File: config.mk
export PLATFORM = sky130hd
export DESIGN_NAME = comb_bist_ctrl_flat
export DESIGN_NICKNAME = d
export VERILOG_FILES = /design/src/rtl/comb_bist_ctrl_if.sv /design/src/rtl/comb_bist_ctrl.sv /design/src/flat_wrapper.sv
export SDC_FILE = /design/constraint.sdc
export NUM_CORES = 1
export LEC_CHECK = 0
export CORE_MARGIN = 2
export CORE_UTILIZATION = 32
export CTS_CLUSTER_SIZE = 12
export DETAILED_ROUTE_END_ITERATION = 6
export GPL_ROUTABILITY_DRIVEN = 0
export SYNTH_ARGS = -nofsm -noshare
export SYNTH_HDL_FRONTEND = slang
export SYNTH_SLANG_ARGS = --single-unit
File: constraint.sdc
create_clock -name clk -period 3.4 [get_ports clk]
set_input_delay 0.34 -clock clk [delete_from_list [all_inputs] [get_ports clk]]
set_output_delay 0.34 -clock clk [all_outputs]
set_load 0.005 [all_outputs]
File: src/rtl/comb_bist_ctrl_if.sv
`default_nettype none
// ============================================================================
// Module      : comb_bist_ctrl_if
// Description : Control/observation bundle between a BIST controller and
//               whoever drives it. The controller attaches through the slave
//               modport; the test harness or host attaches through master.
// Signals     : start, abort   - run control (master -> slave)
//               exp_sig        - golden signature (master -> slave)
//               resp_in        - responses of the logic under test
//               pat_out        - stimulus for the logic under test
//               pat_idx        - index of the pattern currently applied
//               signature      - MISR contents
//               busy/done/pass - run status
// Revision    : 1.0 - initial release
// ============================================================================
interface comb_bist_ctrl_if #(
   parameter int IN_W         = 4,
   parameter int OUT_W        = 3,
   parameter int SIG_W        = 8,
   parameter int NUM_PATTERNS = 16
);
   localparam int IDX_W = $clog2(NUM_PATTERNS + 1);

   logic             start;
   logic             abort;
   logic [SIG_W-1:0] exp_sig;
   logic [OUT_W-1:0] resp_in;
   logic [IN_W-1:0]  pat_out;
   logic [IDX_W-1:0] pat_idx;
   logic [SIG_W-1:0] signature;
   logic             busy;
   logic             done;
   logic             pass;

   modport master (
      output start, abort, exp_sig, resp_in,
      input  pat_out, pat_idx, signature, busy, done, pass
   );

   modport slave (
      input  start, abort, exp_sig, resp_in,
      output pat_out, pat_idx, signature, busy, done, pass
   );
endinterface
`default_nettype wire

File: src/rtl/comb_bist_ctrl.sv
`default_nettype none
// ============================================================================
// Module      : comb_bist_ctrl
// Description : Built-in self-test controller for combinational netlists.
//               A Galois LFSR supplies patterns, each held for SETTLE+1
//               cycles; the response is folded into a Galois MISR on the
//               last cycle of each pattern. After NUM_PATTERNS captures the
//               signature is compared against exp_sig.
// Ports       : clk  - clock, rising edge
//               rst  - asynchronous active-high reset
//               bus  - comb_bist_ctrl_if.slave (start, abort, exp_sig,
//                      resp_in in; pat_out, pat_idx, signature, busy,
//                      done, pass out)
// Revision    : 1.0 - initial release
// ============================================================================
module comb_bist_ctrl #(
   parameter int               IN_W         = 4,
   parameter int               OUT_W        = 3,
   parameter int               SIG_W        = 8,
   parameter int               NUM_PATTERNS = 16,
   parameter int               SETTLE       = 1,
   parameter logic [IN_W-1:0]  LFSR_SEED    = IN_W'(1),
   parameter logic [IN_W-1:0]  LFSR_TAPS    = 4'b1100,
   parameter logic [SIG_W-1:0] MISR_TAPS    = 8'hB8
) (
   input  wire logic       clk,
   input  wire logic       rst,
   comb_bist_ctrl_if.slave bus
);
   localparam int IDX_W = $clog2(NUM_PATTERNS + 1);
   localparam int CNT_W = (SETTLE > 0) ? $clog2(SETTLE + 1) : 1;

   // An all-zero seed would lock the LFSR, so it is replaced by 1.
   localparam logic [IN_W-1:0]  SEED     = (LFSR_SEED == '0) ? IN_W'(1) : LFSR_SEED;
   localparam logic [IDX_W-1:0] LAST_IDX = IDX_W'(NUM_PATTERNS - 1);
   localparam logic [CNT_W-1:0] CNT_LAST = CNT_W'(SETTLE);

   typedef enum logic [1:0] {
      IDLE  = 2'd0,
      APPLY = 2'd1,
      DONE  = 2'd2
   } state_t;

   state_t           r_state;
   state_t           w_state_next;
   logic [IN_W-1:0]  r_lfsr;
   logic [SIG_W-1:0] r_sig;
   logic [CNT_W-1:0] r_cnt;
   logic [IDX_W-1:0] r_idx;
   logic             r_done;
   logic             r_pass;

   logic             w_start_run;
   logic             w_capture;
   logic             w_final;
   logic [SIG_W-1:0] w_sig_next;
   logic [IN_W-1:0]  w_lfsr_next;

   // Next-state and capture decode
   always_comb begin
      w_state_next = r_state;
      w_start_run  = 1'b0;
      w_capture    = 1'b0;
      w_final      = 1'b0;
      w_sig_next   = (r_sig >> 1) ^ (r_sig[0] ? MISR_TAPS : '0) ^ SIG_W'(bus.resp_in);
      w_lfsr_next  = (r_lfsr >> 1) ^ (r_lfsr[0] ? LFSR_TAPS : '0);

      case (r_state)
         IDLE, DONE: begin
            if (bus.start) begin
               w_start_run  = 1'b1;
               w_state_next = APPLY;
            end
         end
         APPLY: begin
            // abort wins over a capture landing on the same edge
            if (bus.abort) begin
               w_state_next = IDLE;
            end else if (r_cnt == CNT_LAST) begin
               w_capture = 1'b1;
               if (r_idx == LAST_IDX) begin
                  w_final      = 1'b1;
                  w_state_next = DONE;
               end
            end
         end
         default: w_state_next = IDLE;
      endcase
   end

   always_ff @(posedge clk or posedge rst) begin
      if (rst) begin
         r_state <= IDLE;
         r_lfsr  <= '0;
         r_sig   <= '0;
         r_cnt   <= '0;
         r_idx   <= '0;
         r_done  <= 1'b0;
         r_pass  <= 1'b0;
      end else begin
         r_state <= w_state_next;
         if (w_start_run) begin
            r_lfsr <= SEED;
            r_sig  <= '0;
            r_cnt  <= '0;
            r_idx  <= '0;
            r_done <= 1'b0;
            r_pass <= 1'b0;
         end else if (r_state == APPLY) begin
            if (bus.abort) begin
               // signature is deliberately kept for post-mortem inspection
               r_idx  <= '0;
               r_cnt  <= '0;
               r_done <= 1'b0;
               r_pass <= 1'b0;
            end else if (w_capture) begin
               r_sig  <= w_sig_next;
               r_lfsr <= w_lfsr_next;
               r_idx  <= r_idx + 1'b1;
               r_cnt  <= '0;
               if (w_final) begin
                  r_done <= 1'b1;
                  r_pass <= (w_sig_next == bus.exp_sig);
               end
            end else begin
               r_cnt <= r_cnt + 1'b1;
            end
         end
      end
   end

   assign bus.busy      = (r_state == APPLY);
   assign bus.pat_out   = (r_state == APPLY) ? r_lfsr : '0;
   assign bus.pat_idx   = r_idx;
   assign bus.signature = r_sig;
   assign bus.done      = r_done;
   assign bus.pass      = r_pass;
endmodule
`default_nettype wire

File: src/flat_wrapper.sv
// flat-port wrapper written by rule: the top's interface ports become plain ports
module comb_bist_ctrl_flat 
#(
   parameter int               IN_W         = 4,
   parameter int               OUT_W        = 3,
   parameter int               SIG_W        = 8,
   parameter int               NUM_PATTERNS = 16,
   parameter int               SETTLE       = 1,
   parameter logic [IN_W-1:0]  LFSR_SEED    = IN_W'(1),
   parameter logic [IN_W-1:0]  LFSR_TAPS    = 4'b1100,
   parameter logic [SIG_W-1:0] MISR_TAPS    = 8'hB8
)
  (clk, rst, bus_start, bus_abort, bus_exp_sig, bus_resp_in, bus_pat_out, bus_pat_idx, bus_signature, bus_busy, bus_done, bus_pass);
  comb_bist_ctrl_if #(.IN_W(IN_W), .OUT_W(OUT_W), .SIG_W(SIG_W), .NUM_PATTERNS(NUM_PATTERNS)) bus_i ();
  input  wire logic clk;
  input  wire logic rst;
  input wire logic [$bits(bus_i.start)-1:0] bus_start;
  input wire logic [$bits(bus_i.abort)-1:0] bus_abort;
  input wire logic [$bits(bus_i.exp_sig)-1:0] bus_exp_sig;
  input wire logic [$bits(bus_i.resp_in)-1:0] bus_resp_in;
  output wire logic [$bits(bus_i.pat_out)-1:0] bus_pat_out;
  output wire logic [$bits(bus_i.pat_idx)-1:0] bus_pat_idx;
  output wire logic [$bits(bus_i.signature)-1:0] bus_signature;
  output wire logic [$bits(bus_i.busy)-1:0] bus_busy;
  output wire logic [$bits(bus_i.done)-1:0] bus_done;
  output wire logic [$bits(bus_i.pass)-1:0] bus_pass;
  assign bus_i.start = bus_start;
  assign bus_i.abort = bus_abort;
  assign bus_i.exp_sig = bus_exp_sig;
  assign bus_i.resp_in = bus_resp_in;
  assign bus_pat_out = bus_i.pat_out;
  assign bus_pat_idx = bus_i.pat_idx;
  assign bus_signature = bus_i.signature;
  assign bus_busy = bus_i.busy;
  assign bus_done = bus_i.done;
  assign bus_pass = bus_i.pass;
  comb_bist_ctrl #(.IN_W(IN_W), .OUT_W(OUT_W), .SIG_W(SIG_W), .NUM_PATTERNS(NUM_PATTERNS), .SETTLE(SETTLE), .LFSR_SEED(LFSR_SEED), .LFSR_TAPS(LFSR_TAPS), .MISR_TAPS(MISR_TAPS)) u_core (.clk(clk), .rst(rst), .bus(bus_i));
endmodule
======== Word-level counts from Yosys, hierarchy flattened ========
Cells that the tools add are included.
word-level totals
  register bits after elaboration ......... 22
  input port bits ......................... 15
  output and inout port bits .............. 20
  word-level logic and storage cells ...... 73
cells by class
  add/subtract/negate cells ............... 2
  equal/unequal tests ..................... 8
  mux-type cells .......................... 43
  bitwise operators ....................... 3
  reductions and logical operators ........ 10
operators with widths
  cell                   number
  $mux W8                5
  $mux W4                6
  $mux W1                23
  $mux W5                4
  $reduce_and A3 Y1      3
  $eq A8 B8 Y1           1
  $mux W2                4
  $xor A7 B8 Y8          1
  $xor A8 B3 Y8          1
  $ne A3 B2 Y1 const B   2
  $reduce_bool A3 Y1     2
  $add A5 B1 Y5 const B  1
  $eq A5 B4 Y1 const B   1
  $pmux W2 S2            1
  $reduce_bool A2 Y1     2
  $xor A3 B4 Y4          1
  $eq A2 B1 Y1 const B   1
  $eq A2 B2 Y1 const B   1
  $logic_not A2 Y1       1
  $ne A2 B1 Y1 const B   1
  $ne A2 B2 Y1 const B   1
  $reduce_and A2 Y1      1
  $reduce_or A2 Y1       1
  $add A1 B1 Y1 const B  1

======== Depth between registers and ports, before layout ========
  depth in word-level cells ............... 10
  depth in mapped cells ................... 7
  mapped depth without buffers ............ 7

======== Least setup slack after synthesis ========
No wires, ideal clock.
  path type ............................... flip-flop to flip-flop
  start ................................... register u_core.r_idx[0], in the netlist u_core.bus.pat_idx[0]
  end ..................................... register u_core.r_pass, in the netlist u_core.bus.pass
  library setup time ...................... 104 ps
  arrival time ............................ 1,438 ps
  data required time ...................... 3,296 ps
  setup slack ............................. 1,858 ps
  cell stages (with the launch flop) ...... 8
  path buffers ............................ 0
  period minus slack after synthesis ...... 1,542 ps
  cells stage by stage .................... dfrtp_1 ha_1 and3_1 ha_1 and2_1 o21ai_0 nand3_1 o41ai_2
on the way
  cells in the longest elaborated chain, start to end .. 7
ends and longest elaborated chain
  item                                 RTL line               text
  start, declared                      comb_bist_ctrl.sv:49   logic [IDX_W-1:0] r_idx;
  start signal, assigned               comb_bist_ctrl.sv:119  r_idx <= r_idx + 1'b1;
  $eq A5 B4 Y1                         comb_bist_ctrl.sv:81   if (r_idx == LAST_IDX) begin
  $mux W1                              comb_bist_ctrl.sv:81
  $mux W1                              comb_bist_ctrl.sv:79   end else if (r_cnt == CNT_LAST) begin
  $mux W1                              comb_bist_ctrl.sv:77   if (bus.abort) begin
  $mux W1                              comb_bist_ctrl.sv:68   case (r_state)
  $reduce_bool A3 Y1 (no source line)  n/a
  $reduce_and A3 Y1 (no source line)   n/a
  end signal, assigned                 comb_bist_ctrl.sv:123  r_pass <= (w_sig_next == bus.exp_sig);
  end, declared                        comb_bist_ctrl.sv:51   logic r_pass;
Every way passes these cells.
A chain may end at the register's enable or synchronous reset.

======== Worst setup path in the final report ========
  start ................................... register u_core.r_state[1]
  end ..................................... output port bus_pat_out[1]
on the way
  cells in the longest elaborated chain, start to end .. 2
ends and longest elaborated chain
  item                    RTL line               text
  start, declared         comb_bist_ctrl.sv:44   state_t r_state;
  start signal, assigned  comb_bist_ctrl.sv:101  r_state <= w_state_next;
  $eq A2 B1 Y1            comb_bist_ctrl.sv:133  assign bus.pat_out = (r_state == APPLY) ? r_lfsr : '0;
  $mux W4                 comb_bist_ctrl.sv:133
  end, declared           flat_wrapper.sv:21     output wire logic [$bits(bus_i.pat_out)-1:0] bus_pat_out;
Every way passes these cells.

==> out/metrics.yaml <==
status: "finished, final reports clean"
dr.pass1.iters: 4
cts-htree-levels: 1
tns_ps: 0
hold_class: "flip-flop to flip-flop"
finalCriticalPeriod_ps: 2100
synthArstFlopShare_pct: 100
avgViaCountPerCell: 4.84
cts_setup_buffers: 0
synth.largest_area_cell: "dfrtp_1"
critPathArrivalTime_ps: 1760
yosys.area.top_type_share_pct: 46.7
fp.dieH_um: 64.7
drcViolationCount: 0
required_ps: 3060
drtIter0Drc: 38
start_kind: "flip-flop"
rsz0062_at_grt: "false"
clock_skew_ps: 6.32
num_rows: 22
cts_buffers: 3
p_clk_share_pct: 34.4
synthCells: 127
leakagePower_uw: 0.000674
netSwitchingPower_uw: 181
ir_drop_v: 0.000172
synth_commonest_cells: "dfrtp_1, o21ai_0, nand2_1, nand3_1, xnor2_1"
io-pin-count: 35
antenna_found_initial: 0
seqPwrFrac_pct: 44.3
criticalPathCategory: "flip-flop to output pin"
die_x_um: 64.7
fmax_mhz: 476
area_growth_pct: 38.0
portBuffers: 34
fin_nets: 177
antenna_cells: 0
grt_pass1_wl_um: 4620
dp_hpwl_um: 2020
first_global_vias: 1037
drive_gt1_share_pct: 5.66
powerDensity_mw_per_mm2: 430
fill_cells: 348
clkSinkCount: 22
yosys_warnings: 0
syn-num-nets: 144
wl_per_cell_um: 12.8
relSlewSlack_pct: 43.5
drt-total-wl_um: 2650
seq_area_frac_synth_pct: 46.7
synth-seq-cells: 22
power_frac_comb_pct: 21.3
clk_pin_slew_ps: 80
slew_viol_final: 0
grt_overflow: 0
initial_core_util_pct: 32.7
setup_violations: 0
ant_nets: 0
gr-usage-all-layers_pct: 14.0
synthMostInstantiatedCell: "dfrtp_1"
switching_share_pct: 25.8
tightest_slew_ps: 847
p_int_uw: 519
ctsLongestPathBuffers: 2
hold_viol_final: 0
cts_tree: "built"
grt_max_degree: 23
postCtsResizedCells: 0
holdWs_ps: 521
hold_buffers: 0
synth_ff_type: "dfrtp_1"
syn_area_mm2: 0.00118
die-area_mm2: 0.00418
dr_total_vias: 1001
core_mm2: 0.00361
worstPathMaxFanout: 7
syn_avg_cell_area_um2: 9.28
cap_violations: 0
synth.area.top_cells: "dfrtp_1, xnor2_1, o21ai_0"
root_buffer: "clkbuf_8"
final.period_utilization_pct: 61.8
synth-edff-count: 0
synth_cell_types: 33
clk-insertion-delay-late_ps: 260
endpoint_kind: "output pin"
[routing by layer]
layer	global-route usage, %	vias to the layer above	part of all wire, %
li1	-	504	-
met2	22.5	34	41
met1	18.8	459	51
met4	4.52	0	0.95
met3	2.95	4	6.4
met5	0	-	0
[cell type report]
| class | instances | area, um^2 | area share, % |
|---|---|---|---|
| Inverter | 8 | 30.0 | 1.85 |
| Sequential cell | 22 | 551 | 33.8 |
| Multi-Input combinational cell | 91 | 574 | 35.3 |
| Clock inverter | 1 | 30.0 | 1.85 |
| Timing Repair Buffer | 34 | 340 | 20.9 |
| Clock buffer | 3 | 41.3 | 2.54 |
| Tap cell | 48 | 60.1 | 3.69 |
[final timing paths]
kind,slack (ps),from,endpoint,depth (start not counted)
max in group asynchronous,2320,rst,u_core.bus.pat_idx[2]$_DFFE_PP0P_,2
worst max register to register,1660,u_core.r_cnt$_DFFE_PP0P_,u_core.bus.signature[4]$_DFFE_PP0P_,4
worst max-delay path,1300,u_core.r_state[1]$_DFFE_PP0P_,bus_pat_out[1],5
min in group asynchronous,550,rst,u_core.bus.signature[3]$_DFFE_PP0P_,2
worst min-delay path,520,u_core.r_lfsr[2]$_DFFE_PP0P_,u_core.r_lfsr[2]$_DFFE_PP0P_,2
worst min register to register,520,u_core.r_lfsr[2]$_DFFE_PP0P_,u_core.r_lfsr[2]$_DFFE_PP0P_,2
[power by group through the flow]
stage / Sequential, uW / Combinational, uW / Clock, uW
3_3_place_gp: 315 / 150 / 0
5_1_grt: 315 / 168 / 260
2_1_floorplan: 304 / 90.9 / 0
4_1_cts: 310 / 152 / 248
6_report: 310 / 149 / 241
3_5_place_dp: 315 / 152 / 0
[worst max-delay path, stage by stage, from the launching register on]
cell and delay [ps]:
dfrtp_1 430, inv_1 100, nand2_1 140, inv_1 200, and2_1 150, clkdlybuf4s50_1 490
[registers in the layout, summed over array words and instances, names as in the netlist]
signal	cells
u_core.bus.signature	8
u_core.bus.pat_idx	5
u_core.r_lfsr	4
u_core.r_state	2
u_core.bus.done	1
u_core.bus.pass	1
u_core.r_cnt	1
[metrics by stage]
stage | std cells | power, uW | instance area (um^2) | setup WS (ps) | utilization, %
floorplan | 127 | 395 | 1180 | 1860 | -
global placement | 203 | 464 | 1560 | 1380 | 43.1
detailed placement | 203 | 466 | 1560 | 1250 | 43.1
CTS | 207 | 710 | 1630 | 1290 | 45.1
global route | 207 | 742 | 1630 | 1150 | 45.1
finish | 207 | 700 | 1630 | 1300 | 45.1
[cell usage in the layout, fill, tap and decap left out, types with 2 or more instances in the layout]
cell type / Yosys / routed
clkdlybuf4s50_1: 0 / 34
xor2_1: 5 / 5
nand2_1: 10 / 10
dfrtp_1: 22 / 22
nor3_1: 2 / 2
clkbuf_8: 0 / 3
nor2_1: 6 / 6
inv_1: 8 / 8
xnor2_1: 10 / 10
or3_1: 2 / 2
and2_1: 3 / 3
ha_1: 2 / 2
a22oi_1: 2 / 2
and3_1: 2 / 2
nand3_1: 10 / 10
o21ai_0: 17 / 17
a21oi_1: 5 / 5
[logic make-up (layout without fill, tap and decap cells)]
group / Yosys count / in the layout / synth area share [%]
buffers and inverters: 14 / 46 / 4.56
AND/OR/NAND/NOR: 42 / 42 / 18.9
AO/OA/AOI/OAI: 32 / 32 / 16.6
adder cells (fa/ha/maj): 2 / 2 / 2.12
XOR/XNOR: 15 / 15 / 11.1
flip-flops: 22 / 22 / 46.7
Power figures use the tool's default switching activity.
